--- src/rtl/multdiv_pkg.sv ---
// Shared types and sizing helpers for the iterative multiplier/divider.
//   state_t  : FSM states (IDLE, MUL, DIV, FIX, DONE)
//   op_t     : latched operation (OP_MUL, OP_DIV)
//   cnt_bits : iteration-counter width for a given operand width
//   CNT_W    : counter width for the default 8-bit build
package multdiv_pkg;

  typedef enum logic [2:0] {
    IDLE,
    MUL,
    DIV,
    FIX,
    DONE
  } state_t;

  typedef enum logic {
    OP_MUL,
    OP_DIV
  } op_t;

  // The counter must be able to hold the value W itself, not just W-1.
  function automatic int cnt_bits(input int w);
    return $clog2(w + 1);
  endfunction

  localparam int DEFAULT_WIDTH = 8;
  localparam int CNT_W         = cnt_bits(DEFAULT_WIDTH);

endpackage

--- src/rtl/multdiv_step.sv ---
// One combinational iteration of the shift-add multiplier / restoring divider.
//   acc        in  W+1  accumulator (MUL: partial product high half + carry,
//                       DIV: partial remainder)
//   shreg      in  W    shift register (MUL: multiplier bits, DIV: dividend
//                       bits shifting out / quotient bits shifting in)
//   mag_b      in  W    operand B magnitude (addend / divisor)
//   op         in  1    operation selector
//   acc_next   out W+1  accumulator after this iteration
//   shreg_next out W    shift register after this iteration
module multdiv_step
  import multdiv_pkg::*;
#(
  parameter int WIDTH = 8
) (
  input  logic [WIDTH:0]   acc,
  input  logic [WIDTH-1:0] shreg,
  input  logic [WIDTH-1:0] mag_b,
  input  op_t              op,
  output logic [WIDTH:0]   acc_next,
  output logic [WIDTH-1:0] shreg_next
);

  logic [WIDTH:0]   sum;
  logic [WIDTH:0]   shifted;
  logic [WIDTH+1:0] diff;

  always_comb begin
    // MUL: the addition keeps its carry in bit W so nothing is lost.
    sum     = {1'b0, acc[WIDTH-1:0]} + {1'b0, mag_b};
    // DIV: bring the next dividend bit into the partial remainder.
    shifted = {acc[WIDTH-1:0], shreg[WIDTH-1]};
    // One extra bit so the sign of the trial subtraction is unambiguous.
    diff    = {1'b0, shifted} - {2'b00, mag_b};

    acc_next   = acc;
    shreg_next = shreg;

    if (op == OP_MUL) begin
      if (shreg[0]) begin
        acc_next   = {1'b0, sum[WIDTH:1]};
        shreg_next = {sum[0], shreg[WIDTH-1:1]};
      end else begin
        acc_next   = {1'b0, acc[WIDTH:1]};
        shreg_next = {acc[0], shreg[WIDTH-1:1]};
      end
    end else begin
      if (diff[WIDTH+1]) begin
        // Trial went negative: restore and shift in a 0 quotient bit.
        acc_next   = shifted;
        shreg_next = {shreg[WIDTH-2:0], 1'b0};
      end else begin
        acc_next   = diff[WIDTH:0];
        shreg_next = {shreg[WIDTH-2:0], 1'b1};
      end
    end
  end

endmodule

--- src/rtl/multdiv_seq.sv ---
// Iterative multiplier/divider: 2W-bit product or W-bit quotient/remainder.
//   clock          in   1   rising-edge clock
//   reset          in   1   synchronous, active-high
//   ctrl_MULT      in   1   start-multiply pulse (wins over ctrl_DIV)
//   ctrl_DIV       in   1   start-divide pulse
//   data_operandA  in   W   multiplicand / dividend
//   data_operandB  in   W   multiplier / divisor
//   data_result    out  2W  MULT: product; DIV: {remainder, quotient}
//   data_exception out  1   divide-by-zero or signed MIN/-1 overflow
//   data_resultRDY out  1   one-cycle result-valid pulse
//   busy           out  1   operation in flight
module multdiv_seq
  import multdiv_pkg::*;
#(
  parameter int WIDTH  = 8,
  parameter bit SIGNED = 1'b0
) (
  input  logic               clock,
  input  logic               reset,
  input  logic               ctrl_MULT,
  input  logic               ctrl_DIV,
  input  logic [WIDTH-1:0]   data_operandA,
  input  logic [WIDTH-1:0]   data_operandB,
  output logic [2*WIDTH-1:0] data_result,
  output logic               data_exception,
  output logic               data_resultRDY,
  output logic               busy
);

  localparam int              CW       = cnt_bits(WIDTH);
  localparam logic [CW-1:0]   CNT_LAST = CW'(WIDTH);
  localparam logic [WIDTH-1:0] MIN_VAL = {1'b1, {(WIDTH-1){1'b0}}};

  state_t               state_reg;
  op_t                  op_reg;
  logic [CW-1:0]        cnt_reg;
  logic [WIDTH:0]       acc_reg;
  logic [WIDTH-1:0]     shreg_reg;
  logic [WIDTH-1:0]     mag_b_reg;
  logic                 neg_a_reg;
  logic                 neg_b_reg;
  logic                 ovf_reg;
  logic [2*WIDTH-1:0]   result_reg;
  logic                 exc_reg;
  logic                 rdy_reg;
  logic                 busy_reg;

  logic                 start;
  op_t                  start_op;
  logic                 neg_a;
  logic                 neg_b;
  logic [WIDTH-1:0]     mag_a;
  logic [WIDTH-1:0]     mag_b;
  logic [WIDTH:0]       acc_next;
  logic [WIDTH-1:0]     shreg_next;
  logic [2*WIDTH-1:0]   fix_result;
  logic                 fix_exc;

  assign start    = ctrl_MULT | ctrl_DIV;
  assign start_op = ctrl_MULT ? OP_MUL : OP_DIV;

  // Magnitudes are unsigned W-bit values, so |MIN| = 2^(W-1) fits exactly.
  always_comb begin
    neg_a = SIGNED && data_operandA[WIDTH-1];
    neg_b = SIGNED && data_operandB[WIDTH-1];
    mag_a = neg_a ? (~data_operandA + 1'b1) : data_operandA;
    mag_b = neg_b ? (~data_operandB + 1'b1) : data_operandB;
  end

  multdiv_step #(.WIDTH(WIDTH)) u_step (
    .acc        (acc_reg),
    .shreg      (shreg_reg),
    .mag_b      (mag_b_reg),
    .op         (op_reg),
    .acc_next   (acc_next),
    .shreg_next (shreg_next)
  );

  // Sign fix-up and exception resolution on the raw unsigned results.
  always_comb begin
    logic [2*WIDTH-1:0] prod;
    logic [WIDTH-1:0]   quo;
    logic [WIDTH-1:0]   rem;
    prod       = {acc_reg[WIDTH-1:0], shreg_reg};
    quo        = shreg_reg;
    rem        = acc_reg[WIDTH-1:0];
    fix_result = '0;
    fix_exc    = 1'b0;
    if (op_reg == OP_MUL) begin
      fix_result = (neg_a_reg ^ neg_b_reg) ? (~prod + 1'b1) : prod;
    end else if (mag_b_reg == '0) begin
      fix_exc = 1'b1;
    end else begin
      if (neg_a_reg ^ neg_b_reg) quo = ~quo + 1'b1;
      if (neg_a_reg)             rem = ~rem + 1'b1;
      // MIN / -1 naturally yields quotient MIN and remainder 0.
      fix_result = {rem, quo};
      fix_exc    = ovf_reg;
    end
  end

  always_ff @(posedge clock) begin
    if (reset) begin
      state_reg  <= IDLE;
      op_reg     <= OP_MUL;
      cnt_reg    <= '0;
      acc_reg    <= '0;
      shreg_reg  <= '0;
      mag_b_reg  <= '0;
      neg_a_reg  <= 1'b0;
      neg_b_reg  <= 1'b0;
      ovf_reg    <= 1'b0;
      result_reg <= '0;
      exc_reg    <= 1'b0;
      rdy_reg    <= 1'b0;
      busy_reg   <= 1'b0;
    end else if (start) begin
      // A start in any state (re)launches an operation; any op in flight is dropped.
      state_reg  <= (start_op == OP_MUL) ? MUL : DIV;
      op_reg     <= start_op;
      cnt_reg    <= '0;
      acc_reg    <= '0;
      shreg_reg  <= mag_a;
      mag_b_reg  <= mag_b;
      neg_a_reg  <= neg_a;
      neg_b_reg  <= neg_b;
      ovf_reg    <= SIGNED && (start_op == OP_DIV) &&
                    (data_operandA == MIN_VAL) && (data_operandB == '1);
      result_reg <= '0;
      exc_reg    <= 1'b0;
      rdy_reg    <= 1'b0;
      busy_reg   <= 1'b1;
    end else begin
      case (state_reg)
        MUL, DIV: begin
          // Counter runs 0..W: W iterations, then one hand-off edge into FIX.
          if (cnt_reg == CNT_LAST) begin
            state_reg <= FIX;
          end else begin
            acc_reg   <= acc_next;
            shreg_reg <= shreg_next;
            cnt_reg   <= cnt_reg + 1'b1;
          end
        end
        FIX: begin
          result_reg <= fix_result;
          exc_reg    <= fix_exc;
          rdy_reg    <= 1'b1;
          busy_reg   <= 1'b0;
          state_reg  <= DONE;
        end
        DONE: begin
          rdy_reg   <= 1'b0;
          state_reg <= IDLE;
        end
        default: begin
          rdy_reg   <= 1'b0;
          state_reg <= IDLE;
        end
      endcase
    end
  end

  assign data_result    = result_reg;
  assign data_exception = exc_reg;
  assign data_resultRDY = rdy_reg;
  assign busy           = busy_reg;

endmodule
--- config.mk ---
export PLATFORM = sky130hd
export DESIGN_NAME = multdiv_seq
export DESIGN_NICKNAME = d
export VERILOG_FILES = /design/src/rtl/multdiv_pkg.sv /design/src/rtl/multdiv_step.sv /design/src/rtl/multdiv_seq.sv
export SDC_FILE = /design/constraint.sdc
export NUM_CORES = 1
export LEC_CHECK = 0
export BUFFER_PORTS_ARGS = -buffer_cell sky130_fd_sc_hd__buf_2
export CORE_UTILIZATION = 55
export DETAILED_ROUTE_END_ITERATION = 7
export PLACE_DENSITY_LB_ADDON = 0.1
export SETUP_SLACK_MARGIN = 0.1
export SLEW_MARGIN = 20
export SYNTH_ARGS = -nofsm -noshare
export SYNTH_HDL_FRONTEND = slang
export SYNTH_HIERARCHICAL = 1
export SYNTH_SLANG_ARGS = --single-unit
--- constraint.sdc ---
create_clock -name clock -period 2.9 [get_ports clock]
set_clock_uncertainty 0.05 [all_clocks]
set_input_delay 0.58 -clock clock [delete_from_list [all_inputs] [get_ports clock]]
set_output_delay 0.58 -clock clock [all_outputs]
set_load 0.02 [all_outputs]
==> implementation parameters <==
Parameter                              Value

Run status
  Outcome ... completed

Clock network
  Post-CTS setup buffer count ... 0
  Total clock buffers created by CTS ... 5
  CTS tree ... built
  Number of gates resized after CTS ... 0
  Clk pin slew, worst setup/hold paths ... 100 ps
  Hold bufs inserted after CTS ... 0
  Buffers from clock root to sink, at most ... 2
  Clock sink count ... 52
  Clk_lat worst skew ... 320 ps
  CTS root buf ... sky130_fd_sc_hd__clkbuf_8
  H-tree depth reported by CTS ... 2

Setup path
  Critical setup path kind ... reg -> reg
  Total buffers and inverters traversed by the critical path ... 2
  Type of origin of the critical path ... register
  CP endpoint kind ... register
  Slowest library cell on the worst path ... sky130_fd_sc_hd__fa_1
  Critical Path, Cell by Cell ... inv_1 > ha_1 > inv_1 > fa_1 > a211oi_1 > nor2_1 > o31ai_2 > a21oi_1 > a211o_2 > a21boi_0 > nand4_1 > a21oi_1
  Data arrival time at the worst-slack endpoint ... 2800 ps
  Delay contributed by the slowest stage of the critical path ... 430 ps
  Dominant delay contributor by cell family on the critical path ... compound AO/OA/AOI/OAI gates
  Critical path data required time ... 3090 ps
  Critical path peak fanout ... 3

Pwr
  Clock share of power ... 28.9%
  LEAKAGE ... 1.50 nW
  VDD IR-drop max ... 0.317 mV
  Switching Fraction ... 30.7%
  Sequential share of power ... 51.4%
  Pint ... 0.00103 W
  Net switching power ... 0.000456 W
  Fraction of power consumed by combinational cells ... 19.7%
  PD cells ... 394 nW/um^2
  Tot Pwr ... 0.00148 W

Flow run
  Maxcap violations ... 0

Place
  Number of buffers added on ports ... 38
  Last weighted congestion value of the routability-driven placer ... 0.873
  Half-perimeter wire length after detailed placement ... 6.15 mm

GRT
  Wire length of the first global-routing pass ... 14.5 mm
  Via count of the first global-routing pass ... 3145
  Initial antenna violation count ... 0
  Largest net degree at the start of global routing ... 27
  Global-route usage over all layers ... 28.4%
  Global route total overflow ... 0

Logic synthesis
  EDFF count, synth ... 0
  Synth Area in Compound Gates ... 27.2%
  Most instantiated flip-flop cell in the synthesis netlist ... sky130_fd_sc_hd__dfxtp_1
  Post-Synthesis Cell Area ... 3440 sq um
  Cell type with the largest total area after synthesis ... sky130_fd_sc_hd__dfxtp_1
  Largest family of logic cells by synthesized area ... compound AO/OA/AOI/OAI gates
  Adder-cell area share of the yosys netlist ... 7.72%
  Register area share after synthesis ... 30.3%
  Count of mapped cells out of synthesis ... 419
  Async set-reset flop share out of synthesis ... 0%
  Synthesized Nets ... 459
  Count of state elements after synthesis ... 52
  Synth cell types ... 52
  Synth top area cells ... sky130_fd_sc_hd__dfxtp_1 (30%), sky130_fd_sc_hd__o31ai_1 (8.3%), sky130_fd_sc_hd__a21oi_1 (7.0%)
  Post-synth top area share ... 30.3%
  Area share of and/or/nand/nor cells after synthesis ... 21.3%
  Total of warnings raised by yosys ... 6
  Post-Synth XOR/XNOR Area ... 1.78%
  Mean Syn Cell Area ... 8.20 sq um
  Multiplexer fraction of the synthesized cell area ... 5.64%

STA
  Shortest period the worst path allows ... 2610 ps
  Max-slew headroom at the worst pin ... 48.3%
  Share of the cycle needed by the critical path after routing ... 89.8%
  RSZ-0062 raised after global routing ... false
  Setup_tns ... 0 ps
  Number of endpoints with negative hold slack in the final report ... 0
  Max-slew violation total from the final report ... 0
  Tightest Pin Transition ... 776 ps
  Achievable frequency ... 0.384 GHz
  Number of endpoints failing setup at the final stage ... 0

Layout
  Post-layout net count ... 480
  Number of flip-flops in the largest register ... 16
  Diode insertion count for antenna repair ... 0
  Area added between synthesis and finish ... 9.72%
  Share of cells above drive strength 1 ... 18.6%

Route
  Count of TritonRoute iterations in the first routing pass ... 5
  Total detailed-routing wirelength ... 8.83 mm
  Met1 wire length ... 4.16 mm
  Remaining DRCs ... 0
  Via/cell ratio ... 6.35
  Routed met3 length ... 396 um
  First-iteration detailed-routing DRC count ... 178
  Uppermost signal routing layer after detailed routing ... met4
  Via count ... 3276
  Detailed-route wire length per cell ... 17.1 um
  Detailed-routed wire length on met2 ... 4.12 mm
  Antenna Violating Nets Remaining ... 0

Floorplanning
  Number of ports placed on the die boundary ... 39
  Effective utilization at floorplan ... 57.4%
  # rows ... 28
  Floorplan die width ... 81.1 um
  Std-Cell Core Area ... 5990 sq um
  Chip Height ... 81.1 um
  Total Die Area ... 6570 sq um

Worst hold path
  Class of the tightest hold or removal check ... reg -> reg
power groups by stage:
stage / logic, W / clock network [W] / registers (W)
2_1_floorplan: 0.000221 / 0 / 0.000768
3_3_place_gp: 0.000279 / 0 / 0.000777
3_5_place_dp: 0.000284 / 0 / 0.000779
4_1_cts: 0.000286 / 0.000432 / 0.000762
5_1_grt: 0.000321 / 0.000461 / 0.000766
6_report: 0.000293 / 0.000429 / 0.000763
cell type report:
class / instances / area, sq um
clock buffers: 6 / 72.6
clock inverters: 2 / 13.8
fillers: 565 / 2220
inverters: 15 / 56.3
multi-input cells: 313 / 2190
flip-flops and latches: 52 / 1040
well taps: 75 / 93.8
repair buffers: 53 / 303
logic make-up (layout without fill, tap and decap cells):
logic type / after synthesis / count (layout)
muxes: 18 / 18
DFF: 52 / 52
buffers and inverters: 54 / 76
AOI/OAI and AO/OA: 137 / 137
and+or+nand+nor: 131 / 131
xor gates and xnor gates: 7 / 7
adders and majority gates: 20 / 20
placed cells by master (no fill, tap or decap), types with 4 or more instances in the layout:
cell,synthesis,layout
sky130_fd_sc_hd__dfxtp_1,52,52
sky130_fd_sc_hd__and4b_1,16,16
sky130_fd_sc_hd__mux2_2,7,7
sky130_fd_sc_hd__o31ai_1,38,37
sky130_fd_sc_hd__a21oi_1,48,48
sky130_fd_sc_hd__nor3_1,5,5
sky130_fd_sc_hd__nand2_1,40,40
sky130_fd_sc_hd__nor2b_1,4,4
sky130_fd_sc_hd__o21ai_0,12,12
sky130_fd_sc_hd__clkbuf_8,0,5
sky130_fd_sc_hd__inv_1,15,15
sky130_fd_sc_hd__ha_1,18,18
sky130_fd_sc_hd__buf_2,0,38
sky130_fd_sc_hd__nand4_1,20,20
sky130_fd_sc_hd__nor2_1,25,25
sky130_fd_sc_hd__mux2i_1,10,10
sky130_fd_sc_hd__xnor2_1,4,4
sky130_fd_sc_hd__a311oi_1,8,8
sky130_fd_sc_hd__buf_4,0,15
sky130_fd_sc_hd__a211oi_1,10,10
worst paths after layout:
path	cells after the start	start	slack [ps]	endpoint
worst max-delay path	12	shreg_reg[7]	290	acc_reg[8]
worst min register to register	2	data_result[12]	400	data_result[12]
worst min-delay path	2	data_result[12]	400	data_result[12]
worst max register to register	12	shreg_reg[7]	290	acc_reg[8]
through the flow:
stage | hold WS, ps | util [%] | std cells | cell area [sq um] | worst slack (ps)
floorplan | 399 | - | 419 | 3440 | 492
global placement | 390 | 61.4 | 508 | 3680 | 362
detailed placement | 393 | 61.4 | 508 | 3680 | 315
CTS | 407 | 62.9 | 516 | 3770 | 289
global route | 426 | 62.9 | 516 | 3770 | 53.7
finish | 405 | 62.9 | 516 | 3770 | 295
cell usage after synthesis (2+ instances only):
cell type                   n
sky130_fd_sc_hd__mux2_2     7
sky130_fd_sc_hd__inv_1     15
sky130_fd_sc_hd__nand4_1   20
sky130_fd_sc_hd__nor2_1    25
sky130_fd_sc_hd__nor2b_1    4
sky130_fd_sc_hd__or4_1      3
sky130_fd_sc_hd__a21o_1     3
sky130_fd_sc_hd__ha_1      18
sky130_fd_sc_hd__nand3b_1   2
sky130_fd_sc_hd__mux2i_1   10
sky130_fd_sc_hd__a311oi_1   8
sky130_fd_sc_hd__fa_1       2
sky130_fd_sc_hd__dfxtp_1   52
sky130_fd_sc_hd__nand2_1   40
sky130_fd_sc_hd__xnor2_1    4
sky130_fd_sc_hd__or2_2      3
sky130_fd_sc_hd__o21a_1     2
sky130_fd_sc_hd__nand2b_1   3
sky130_fd_sc_hd__clkbuf_1  35
sky130_fd_sc_hd__nor4_1     2
sky130_fd_sc_hd__xor2_1     3
sky130_fd_sc_hd__a21oi_1   48
sky130_fd_sc_hd__o31ai_1   38
sky130_fd_sc_hd__buf_1      3
sky130_fd_sc_hd__o21ai_0   12
sky130_fd_sc_hd__a211oi_1  10
sky130_fd_sc_hd__or3_1      3
sky130_fd_sc_hd__nor3_1     5
sky130_fd_sc_hd__and4b_1   16
per-layer routing:
layer	vias up	global-route usage [%]
met1	1541	36.1
met2	102	49.2
met5	-	0
met4	0	8.21
li1	1618	-
met3	15	4.49
worst reg2reg max path: cells and delay by family (launching register included):
kind | cells | cell delay (ps)
compound gates | 6 | 1220
simple gates | 2 | 220
fa+ha+maj | 2 | 600
buf+inv | 2 | 130
flops | 1 | 330
Note: power is estimated with default switching activity, not from simulation.
